`src/rtl/as_pack.sv`:
```
// Shared definitions for the rv64i debug port: TAP state encoding and IR width.
package as_pack;

    localparam int ir_width = 8;

    // Encoding follows the classic 1149.1 state codes so capture/shift pairs share bits.
    typedef enum logic [3:0] {
        TLR    = 4'hF,
        RTI    = 4'hC,
        SEL_DR = 4'h7,
        CAP_DR = 4'h6,
        SH_DR  = 4'h2,
        EX1_DR = 4'h1,
        PA_DR  = 4'h3,
        EX2_DR = 4'h0,
        UPD_DR = 4'h5,
        SEL_IR = 4'h4,
        CAP_IR = 4'hE,
        SH_IR  = 4'hA,
        EX1_IR = 4'h9,
        PA_IR  = 4'hB,
        EX2_IR = 4'h8,
        UPD_IR = 4'hD
    } tap_state_t;

endpackage

```
`src/rtl/jtag_tap_ctrl.sv`:
```
// IEEE 1149.1 TAP controller: state machine, IR/DR strobes and TDO mux.
// Optional JTAG_TDO_NEGEDGE_EN registers tdo/tdo_en on the falling edge of tck.
module jtag_tap_ctrl
    import as_pack::*;
(
    input  logic tck,
    input  logic trst_n,
    input  logic tms,
    input  logic ir_sero,
    input  logic dr_sero,
    output logic tlr,
    output logic ir_clock,
    output logic ir_shift,
    output logic ir_upd,
    output logic dr_clock,
    output logic dr_shift,
    output logic dr_upd,
    output logic tdo,
    output logic tdo_en
);

    tap_state_t state;
    tap_state_t state_nxt;
    logic       tdo_comb;
    logic       tdo_en_comb;

    always_comb begin
        state_nxt = state;
        unique case (state)
            TLR:    state_nxt = tms ? TLR    : RTI;
            RTI:    state_nxt = tms ? SEL_DR : RTI;
            SEL_DR: state_nxt = tms ? SEL_IR : CAP_DR;
            CAP_DR: state_nxt = tms ? EX1_DR : SH_DR;
            SH_DR:  state_nxt = tms ? EX1_DR : SH_DR;
            EX1_DR: state_nxt = tms ? UPD_DR : PA_DR;
            PA_DR:  state_nxt = tms ? EX2_DR : PA_DR;
            EX2_DR: state_nxt = tms ? UPD_DR : SH_DR;
            UPD_DR: state_nxt = tms ? SEL_DR : RTI;
            SEL_IR: state_nxt = tms ? TLR    : CAP_IR;
            CAP_IR: state_nxt = tms ? EX1_IR : SH_IR;
            SH_IR:  state_nxt = tms ? EX1_IR : SH_IR;
            EX1_IR: state_nxt = tms ? UPD_IR : PA_IR;
            PA_IR:  state_nxt = tms ? EX2_IR : PA_IR;
            EX2_IR: state_nxt = tms ? UPD_IR : SH_IR;
            UPD_IR: state_nxt = tms ? SEL_DR : RTI;
            default: state_nxt = TLR;
        endcase
    end

    always_ff @(posedge tck or negedge trst_n) begin
        if (!trst_n) begin
            state <= TLR;
        end else begin
            state <= state_nxt;
        end
    end

    // Capture and shift codes differ only in bit 2, so each clock enable is one compare.
    assign tlr      = (state == TLR);
    assign ir_clock = ({state[3], state[1:0]} == 3'b110);
    assign ir_shift = (state == SH_IR);
    assign ir_upd   = (state == UPD_IR);
    assign dr_clock = ({state[3], state[1:0]} == 3'b010);
    assign dr_shift = (state == SH_DR);
    assign dr_upd   = (state == UPD_DR);

    // Only the shift states drive the pin, so the mux needs just the two shift decodes.
    assign tdo_en_comb = ir_shift | dr_shift;
    assign tdo_comb    = ir_shift ? ir_sero : (dr_shift ? dr_sero : 1'b0);

`ifdef JTAG_TDO_NEGEDGE_EN
    always_ff @(negedge tck or negedge trst_n) begin
        if (!trst_n) begin
            tdo    <= 1'b0;
            tdo_en <= 1'b0;
        end else begin
            tdo    <= tdo_comb;
            tdo_en <= tdo_en_comb;
        end
    end
`else
    assign tdo    = tdo_comb;
    assign tdo_en = tdo_en_comb;
`endif

endmodule

```
`config.mk`:
```
export PLATFORM = sky130hd
export DESIGN_NAME = jtag_tap_ctrl
export DESIGN_NICKNAME = d
export VERILOG_FILES = /design/src/rtl/as_pack.sv /design/src/rtl/jtag_tap_ctrl.sv
export SDC_FILE = /design/constraint.sdc
export NUM_CORES = 1
export LEC_CHECK = 0
export CORE_AREA = 2 2 39 41
export DETAILED_ROUTE_END_ITERATION = 6
export DIE_AREA = 0 0 41 43
export PLACE_DENSITY = 0.56
export SYNTH_ARGS = -nofsm -noshare
export SYNTH_HDL_FRONTEND = slang
export SYNTH_SLANG_ARGS = --single-unit
```
`constraint.sdc`:
```
create_clock -name tck -period 2.1 [get_ports tck]
set_input_delay 0.42 -clock tck [delete_from_list [all_inputs] [get_ports tck]]
set_output_delay 0.42 -clock tck [all_outputs]
set_load 0.005 [all_outputs]
```
# ---- Yosys cells after proc, flatten, opt, wreduce, memory -nomap -nowiden
# Cells that the tools add are included.
dict set report word_totals {
  n_memories 0
  inputBits 5
  mem_bits_ro 0
  out_inout_bits 9
  mem_bits_rw 0
  elab_cells 38
  register_bits 4
  latchBits 0
}
dict set report op_classes {
  shift 0
  n_lt_le_gt_ge 0
  multipliers 0
  n_eq_ne 17
  bitwise 1
  muxes 15
  n_addsub 0
  reduce_logical 4
  div_mod_pow 0
}
# op n
set op_table {}
lappend op_table {{$pmux W4 S12} 1}
lappend op_table {{$eq A4 B4 Y1 const B} 8}
lappend op_table {{$eq A4 B3 Y1 const B} 4}
lappend op_table {{$mux W2} 6}
lappend op_table {{$mux W3} 4}
lappend op_table {{$eq A4 B2 Y1 const B} 2}
lappend op_table {{$eq A4 B1 Y1 const B} 1}
lappend op_table {{$logic_not A4 Y1} 1}
lappend op_table {{$mux W4} 1}
lappend op_table {{$reduce_or A2 Y1} 2}
lappend op_table {{$eq A3 B2 Y1 const B} 1}
lappend op_table {{$eq A3 B3 Y1 const B} 1}
lappend op_table {{$mux W1} 3}
lappend op_table {{$reduce_or A3 Y1} 1}
lappend op_table {{$or A1 B1 Y1} 1}

# ---- Depth between registers and ports, before layout
# Gate-level depths: netlist of the first run.
dict set report depth {
  ltp_word 3
  mapped_depth 4
  ltp_nobuf 3
}

# ---- Worst setup path after synthesis of the first run
# No wires, ideal clock.
dict set report synth_timing {
  path_kind {register to output}
  from {register state[3]}
  to {output ir_shift}
  path_stages_with_launch 4
  path_buffers 1
  slack_ps 613
  arrival_ps 1067
  cell_sequence {dfstp_2 > clkbuf_1 > inv_1 > nor3_1}
}
dict set report synth_via {
  elab_chain_cells 1
}
# element line_no
set synth_rtl {}
lappend synth_rtl {{start: declaration} jtag_tap_ctrl.sv:22} ;# tap_state_t state;
lappend synth_rtl {{start signal: assignment} jtag_tap_ctrl.sv:54} ;# state <= state_nxt;
lappend synth_rtl {{$eq A4 B4 Y1} jtag_tap_ctrl.sv:61} ;# assign ir_shift = (state == SH_IR);
lappend synth_rtl {{end: declaration} jtag_tap_ctrl.sv:13} ;# output logic ir_shift,
# Every way passes these cells.

# ---- Final worst setup path of the first run
dict set report layout_timing {
  from {register state[2]}
  to {output dr_upd}
}
dict set report layout_via {
  elab_chain_cells 1
}
# element line_no
set layout_rtl {}
lappend layout_rtl {{$eq A4 B3 Y1} jtag_tap_ctrl.sv:65} ;# assign dr_upd = (state == UPD_DR);
lappend layout_rtl {{end: declaration} jtag_tap_ctrl.sv:17} ;# output logic dr_upd,
# Every way passes these cells.

==> results of run 1 <==
[timing repair]
item | 4_1_cts | 5_1_grt
pin swaps | 0 | 0
buffers inserted | 2 | 0
gates resized for setup | 0 | 7
gates cloned | 0 | 0
setup endpoints to repair | 2 | 6
[through the flow]
step | setup WS, ns | instance area, µm² | std cells | util (%) | total power, W
2_1_floorplan | 0.613 | 278 | 37 | - | 0.000385
3_3_place_gp | 0.0990 | 420 | 65 | 30.4 | 0.000519
3_5_place_dp | 0.0960 | 420 | 65 | 30.4 | 0.000522
4_1_cts | 0.0121 | 458 | 70 | 33.1 | 0.000652
5_1_grt | 0.00140 | 479 | 70 | 34.6 | 0.000723
6_report | 0.0756 | 479 | 70 | 34.6 | 0.000660
[where the power goes]
group	leakage [nW]	switching (W)	total, W	internal (W)
sequential	0.0421	0.0000586	0.000203	0.000144
combinational	0.214	0.000160	0.000362	0.000202
clock	0.0138	0.0000304	0.0000943	0.0000639
total	0.270	0.000249	0.000660	0.000410
[cells in the mapped netlist (all sizes together)]
cell / count / area, µm²
nor2: 5 / 18.8
dfstp: 4 / 105
nand2: 6 / 22.5
a221o: 1 / 10.0
o22ai: 1 / 6.26
a22o: 1 / 8.76
nor3: 3 / 15.0
a21oi: 2 / 10.0
inv: 4 / 15.0
nor2b: 1 / 6.26
and3: 1 / 6.26
mux2i: 1 / 10.0
nand2b: 1 / 8.76
clkbuf: 1 / 3.75
buf: 1 / 11.3
o21ai: 3 / 15.0
nand3: 1 / 5.00
[cell type report]
cell class | instances | area share (%)
inverter | 4 | 3.13
clock buffer | 3 | 4.70
timing repair buffer | 16 | 34.7
tap | 16 | 4.18
multi-input combinational | 27 | 31.3
sequential | 4 | 21.9
[cell families (layout without fill, tap and decap cells)]
group	after synthesis	in the layout	share of synthesized area, %
and+or+nand+nor	18	18	29.7
AOI/OAI and AO/OA	8	8	18.0
buffers and inverters	6	23	10.8
DFF	4	4	37.8
muxes	1	1	3.60
[worst paths after layout]
kind                          start       end  cells after the start
setup reg to reg           state[0]  state[1]                      3
hold reg to reg            state[0]  state[0]                      2
setup / recovery           state[2]    dr_upd                      3
max in group asynchronous    trst_n  state[3]                      1
min in group asynchronous    trst_n  state[0]                      1
hold / removal             state[0]  state[0]                      2
[metal layers]
metal	up-vias	global-route usage, %	share of wire, %
li1	157	-	-
met1	138	15.2	44
met2	11	11.9	49
met3	0	3.14	6.9
met4	0	10.0	0
met5	-	0	0
[worst max-delay path, cell delays in order, from the launching register on]
cell,delay [ns]
dfstp_2,0.53
nor2b_2,0.18
and3_1,0.17
clkdlybuf4s50_1,0.49
==> impl_metrics.ini, run 1 <==
[worst_setup_path]
critPathMaxFanout = 4
arrival_ns = 1.60
worst-r2r-setup-slack_ns = 0.78
crit_type = register to output port
worstPathRequired_ns = 1.68
worst_setup_end_kind = output port
nature_of_the_critical_path_startpoint = register

[run_status]
run_status = completed

[sta]
final.hold.worst_slack_ns = 0.530
max_slew.worst_pin.slew_ns = 0.172
finalCritPeriodShare_pct = 96.4
hold_viol_final = 0
min_period_ns = 2.02
setup_viol = 0
final.setup.tns_ns = 0
relSlewSlack_pct = 88.4
setup_repair_after_global_routing_missed_its_margin = false
clock-skew-final_ns = 0.00145
drv_slew = 0
fmaxAchievable_mhz = 494

[cells_and_area]
n_antenna_cell = 0
register_area_um2 = 105
n_fill_cell = 153
layout_common_cells = 9 x clkdlybuf4s50_1, 6 x nand2_1, 5 x nor2_1
register_with_the_most_flip_flops = state
layout_commonest_cell = clkdlybuf4s50_1
final_layout_size_suffix_gt1_share_pct = 24.1
nNetsFinal = 61
flip_flop_count_of_the_largest_register_all_copies_and_words_added = 4
area_growth_syn_to_layout_pct = 72.5
multi_input_area_um2 = 150
largest_registers = state: 4 flops

[run]
drv_cap = 0

[synth]
synth.net_count = 42
netlist_area_um2 = 278
yosysUniqueCellTypes = 17
synth-seq-area-share_pct = 37.8
mean_instance_size_in_the_synthesized_netlist_um2 = 7.51
yosys_register_bits = 4
yosysWarnings = 0
postSynthCellCount = 37

[drt]
post-route-drc-count = 0
viasPerCell = 4.37
dr_total_vias = 306
drt_iter0_drc = 11
postRouteWirelength_um = 724
ant_nets = 0
routed_length_per_placed_instance_um = 10.3
drtPass1Iterations = 4

[clocking]
cts-buffers-inserted = 3
clock_latency_ns = 0.23
h-tree-depth = 1
clock_sink_count = 4
clock_transition_at_the_register_clock_pins_on_the_worst_setup_and_hold_paths_after_cts_ns = 0.04
tritoncts = done
cts_max_path_buffers = 2
cts-hold-fix-buffers = 0
clock-root-buffer = clkbuf_4

[global_routing]
global_route.usage.total_pct = 10.7
grt_pass1_wl_um = 1190
grt_ovf = 0
via_count_of_the_first_global_routing_pass = 268
largest_net_degree_at_the_start_of_global_routing = 10
antenna_found_initial = 0

[floorplanning]
die_y_um = 43
fp.dieArea_mm2 = 0.00176
pin_count = 14
fp-row-count = 14
die_x_extent_um = 41
coreArea_mm2 = 0.00138
initial_core_util_pct = 20.1

[placed_design]
routabilityCongestion = 0.695
io_buffers = 13
dp_hpwl_um = 512

[hold_path]
hold_class = register to register

[power_and_ir_drop]
p_leak_nw = 0.270
irDropWorstVdd_mv = 0.399
power_per_cell_area_mw_per_mm2 = 1380
Power figures use the tool's default switching activity.
==> run 2: changes to the inputs <==
ABC_CLOCK_PERIOD_IN_PS = 2100   (was not set)
==> results of run 2 <==
The final DEF is identical to that of run 1; final timing and power are the same.
==> variant 1: new RTL, settings of run 1 <==
Register the inputs `ir_sero` and `dr_sero` before use, with the module's reset. The logic sees them one clock later. The other inputs are not delayed to match.
--- a/src/rtl/jtag_tap_ctrl.sv
+++ b/src/rtl/jtag_tap_ctrl.sv
@@ -19,4 +19,17 @@
     output logic tdo_en
 );
+
+    logic ir_sero_q;
+    logic dr_sero_q;
+
+    always_ff @(posedge tck or negedge trst_n) begin
+        if (!trst_n) begin
+            ir_sero_q <= '0;
+            dr_sero_q <= '0;
+        end else begin
+            ir_sero_q <= ir_sero;
+            dr_sero_q <= dr_sero;
+        end
+    end
 
     tap_state_t state;
@@ -67,5 +80,5 @@
     // Only the shift states drive the pin, so the mux needs just the two shift decodes.
     assign tdo_en_comb = ir_shift | dr_shift;
-    assign tdo_comb    = ir_shift ? ir_sero : (dr_shift ? dr_sero : 1'b0);
+    assign tdo_comb    = ir_shift ? ir_sero_q : (dr_shift ? dr_sero_q : 1'b0);
 
 `ifdef JTAG_TDO_NEGEDGE_EN
Formal check against the unedited RTL: not equivalent (a bounded check fails within 10 cycles, from zero or initial values and one cycle with trst_n low).
==> variant 1 against run 1 <==
Area after synthesis rose by 18%; highest routed layer is now met4; design area is 12% higher; critical path depth unchanged; setup slack better by 0.010 ns; routed wire length is 11% higher; critical path type unchanged; total power increased by 13%; sequential cell count rose by 2; critical endpoint is now ir_upd.
==> variant 1: results (changes against run 1) <==
[synth]
synth.yosys.seq_area_share_pct=47.3  ; +9.5 points
yosys-top-cells-count=6 x nand2_1, 5 x nor2_1, 4 x dfstp_2, 4 x inv_1
ys_async_sr_fraction_pct=100  ; unchanged
synthesis.nets=44  ; +4.8%
yosysUniqueCellTypes=18  ; +1
avgSynthCellArea_um2=8.41  ; +12%
yosys-top-cells-area=dfstp_2 32%, dfrtp_1 15%, nand2_1 6.9%, nor2_1 5.7%, nor3_1 4.6%

[clocking]
cts_root_buf=clkbuf_4
clockBufferDepth=2  ; unchanged
path_clk_slew_ns=0.05
h-tree-depth=1  ; unchanged
numCtsBuffers=3  ; unchanged
clk_latency_ns=0.25  ; +0.02 ns

[sta]
tightest_slew_ns=0.255  ; +0.0822 ns
drv_slew=0  ; unchanged
holdWs_ns=0.405  ; -0.125 ns
final.setup_skew_ns=0.00818  ; +0.00674 ns

[critical_path]
arrival_ns=1.59
slowest_delay_ns=0.62  ; +0.09 ns
crit_slowest_cell=dfstp_2
timing.rr.start=state[0]
startpoint=state[2]
reg2reg_to=state[1]
crit_fanout=10  ; +6

[route]
firstDrtPassIters=2  ; -2
via_per_inst=4.47  ; +2.3%
drtIter0Drc=1  ; -10
avgRoutedWirePerCell_um=10.9  ; +5.0%

[cells_and_area]
nets=64  ; +4.9%
top_regs=state (4), dr_sero_q (1), ir_sero_q (1)
fin_cells=74  ; +5.7%
drive_above_1_share_pct=25.9  ; +1.8 points
antenna-diode-count=0  ; unchanged

[global_routing]
grt_use_total_pct=11.0  ; +0.34 points
grt_pass1_wl_um=1300  ; +9.4%
grt_pass1_vias=338  ; +26%
grt_max_degree=11  ; +1

[outcome]
outcome=finished clean

[placed_design]
post-place-ws_ns=0.155  ; +0.0588 ns
dpl_cell_area_um2=463  ; +10%
io_buffers=13  ; unchanged
hpwl_um=537  ; +4.8%
place.gp.congestion=0.747  ; +7.4%
placed_cells=66  ; +1.5%

[min_path]
hold_path.class=in -> async

[pwr]
peakVddDrop_v=0.000551  ; +38%
p_leak_nw=0.287  ; +6.4%

variant 1: cell count changes in the layout (fill, tap and decap cells not counted), sizes merged:
| cell | delta |
|---|---|
| clkbuf | +1 |
| buf | +1 |
| dlymetal6s2s | -1 |
| dlygate4sd2 | +1 |
| dfrtp | +2 |
variant 1: logic make-up (layout without fill, tap and decap cells):
family / Yosys count / in the layout / synth area share (%)
AOI/OAI and AO/OA: 8 / 8 / 15.3
muxes: 1 / 1 / 3.05
DFF: 6 / 6 / 47.3
buffers and inverters: 6 / 25 / 9.16
and+or+nand+nor: 18 / 18 / 25.2
variant 1: power by group:
| part | switching, mW | total [mW] | internal (mW) |
|---|---|---|---|
| sequential | 0.0711 | 0.257 | 0.186 |
| clock | 0.0422 | 0.114 | 0.0720 |
| combinational | 0.161 | 0.373 | 0.212 |
| total | 0.275 | 0.744 | 0.470 |
variant 1: layer usage:
metal | up-vias | track usage (%) | part of all wire [%]
met5 | - | 0 | 0
met4 | 0 | 8.00 | 1.9
met3 | 2 | 5.24 | 4.2
met2 | 9 | 15.0 | 47
met1 | 152 | 12.7 | 46
li1 | 168 | - | -
variant 1: worst max-delay path by stage:
stage,endpoint,slack [ns],cells after the start
floorplan,ir_shift,0.61,3
global placement,dr_upd,0.18,3
detailed placement,dr_upd,0.15,3
CTS,tdo,0.02,3
global route,tlr,0.01,3
finish,ir_upd,0.09,3
variant 1: cell type report:
| cell class | count | area [um2] |
|---|---|---|
| fill | 152 | 846 |
| multi-input combinational | 27 | 155 |
| inverter | 4 | 15.0 |
| tap | 16 | 20.0 |
| timing repair buffer | 17 | 166 |
| sequential | 6 | 155 |
| clock buffer | 4 | 26.3 |
variant 1: what timing repair did:
action,CTS,global route
endpoints found under the hold margin,0,0
pin swaps,0,0
buffers inserted,4,0
setup endpoints to repair,3,3
resized for setup,3,5
==> variant 2: new RTL, settings of run 1 <==
Without the edit above. Register the outputs `tlr`, `ir_upd`, `dr_upd`, `tdo` and `tdo_en`; this adds one clock of latency there. The other outputs are not delayed to match.
--- a/src/rtl/jtag_tap_ctrl.sv
+++ b/src/rtl/jtag_tap_ctrl.sv
@@ -57,11 +57,8 @@
 
     // Capture and shift codes differ only in bit 2, so each clock enable is one compare.
-    assign tlr      = (state == TLR);
     assign ir_clock = ({state[3], state[1:0]} == 3'b110);
     assign ir_shift = (state == SH_IR);
-    assign ir_upd   = (state == UPD_IR);
     assign dr_clock = ({state[3], state[1:0]} == 3'b010);
     assign dr_shift = (state == SH_DR);
-    assign dr_upd   = (state == UPD_DR);
 
     // Only the shift states drive the pin, so the mux needs just the two shift decodes.
@@ -80,6 +77,11 @@
     end
 `else
-    assign tdo    = tdo_comb;
-    assign tdo_en = tdo_en_comb;
+    always_ff @(posedge tck) begin
+        tlr    <= (state == TLR);
+        ir_upd <= (state == UPD_IR);
+        dr_upd <= (state == UPD_DR);
+        tdo    <= tdo_comb;
+        tdo_en <= tdo_en_comb;
+    end
 `endif
 
Check against the original RTL: not equivalent (a bounded check fails within 4 cycles, from zero or initial values and one cycle with trst_n low).
==> variant 2 against run 1 <==
Sequential cell count grew 5; total power rose by 17%; maximum frequency increased by 0.45%; area after synthesis rose by 38%; cell count is 5.7% higher; setup slack better by 0.0090 ns; combinational power down 13%; sequential power is 61% higher; non-clock buffer count decreased by 1; routed wire length is 8.6% higher; first-iteration DRC count is 45% lower; design area grew 17%; register-to-register slack improved by 0.14 ns; largest cell class is now sequential cells; highest routed layer is now met4.
==> variant 2: results (changes against run 1) <==
[synth]
synth_ff_type=dfxtp_1
synth.yosys.seq_area_share_pct=53.6  ; +16 points
synthesis.nets=46  ; +9.5%
yosys-top-cells-area=dfstp_2 27%, dfxtp_1 26%, nor2_1 7.8%, o21ai_0 5.2%, nand2_1 4.9%
yosys-top-cells-count=8 x nor2_1, 5 x dfxtp_1, 5 x nand2_1
syn_inst=41  ; +11%
ys_async_sr_fraction_pct=44.4  ; -56 points

[placed_design]
post-place-ws_ns=0.199  ; +0.103 ns
placed_cells=68  ; +4.6%
hpwl_um=523  ; +2.2%
dpl_cell_area_um2=523  ; +24%
place.gp.congestion=0.716  ; +3.0%

[critical_path]
ff2ff_setup_slack_ns=0.92  ; +0.14 ns

[route]
via_per_inst=4.34  ; -0.77%
wirelength_um=786  ; +8.6%
drtIter0Drc=6  ; -5

[global_routing]
grt_use_total_pct=11.8  ; +1.2 points
grt_pass1_vias=302  ; +13%
grt_pass1_wl_um=1300  ; +9.9%

[sta]
fin_crit_ns=2.02  ; -0.00903 ns
holdWs_ns=0.540  ; +0.00999 ns
tightest_slew_ns=0.200  ; +0.0275 ns
final.setup_skew_ns=0.00705  ; +0.00560 ns

[cells_and_area]
fin_cells=74  ; +5.7%
nets=64  ; +4.9%
final_cell_area_um2=562  ; +17%
drive_above_1_share_pct=22.4  ; -1.7 points

[pwr]
p_leak_nw=0.239  ; -11%
netSwitchingFraction_pct=33.0  ; -4.8 points

[clocking]
path_clk_slew_ns=0.06  ; +0.02 ns

[outcome]
outcome=finished clean

-- variant 2: worst min-delay path, stage by stage, from the launching register on --
cell,delay (ns)
dfstp_2,0.40
nand2_1,0.06
o21ai_0,0.07
-- variant 2: what timing repair did --
action	CTS	global route
resized for setup	2	0
setup endpoints to repair	2	0
setup buffers	2	0
-- variant 2: path summary, 6_finish.rpt --
check / startpoint / endpoint / cells after the start
max: state[3] / ir_clock / 3
min: state[2] / state[2] / 2
max reg2reg: state[1] / state[1] / 4
min reg2reg: state[2] / state[2] / 2
max in group asynchronous: trst_n / state[2] / 1
min in group asynchronous: trst_n / state[3] / 1
-- variant 2: metal layers --
metal / vias to the layer above / part of all wire [%] / global-route usage [%]
met5: - / 0 / 0
met4: 0 / 1.5 / 12.0
met3: 2 / 9.2 / 3.14
met2: 14 / 44 / 15.0
met1: 136 / 45 / 14.9
li1: 169 / - / -
-- variant 2: power by group through the flow --
stage | sequential [mW] | clock, mW | combinational, mW
2_1_floorplan | 0.304 | 0 | 0.191
3_3_place_gp | 0.356 | 0 | 0.271
3_5_place_dp | 0.353 | 0 | 0.271
4_1_cts | 0.325 | 0.136 | 0.316
5_1_grt | 0.343 | 0.149 | 0.356
6_report | 0.327 | 0.132 | 0.314
-- variant 2: area by class of cell --
cell class                      count  area share (%)
Sequential cell                     9            36.5
Clock buffer                        4            4.68
Multi-Input combinational cell     28            28.5
Timing Repair Buffer               15            25.4
Inverter                            2            1.34
Tap cell                           16            3.56
-- variant 2: kinds of logic (layout without fill, tap and decap cells) --
logic type / after synthesis / after routing / share of synthesized area (%)
AND/OR/NAND/NOR: 20 / 20 / 27.8
flip-flops: 9 / 9 / 53.6
AO/OA/AOI/OAI: 7 / 7 / 11.4
buffers and inverters: 4 / 21 / 4.58
multiplexers: 1 / 1 / 2.61
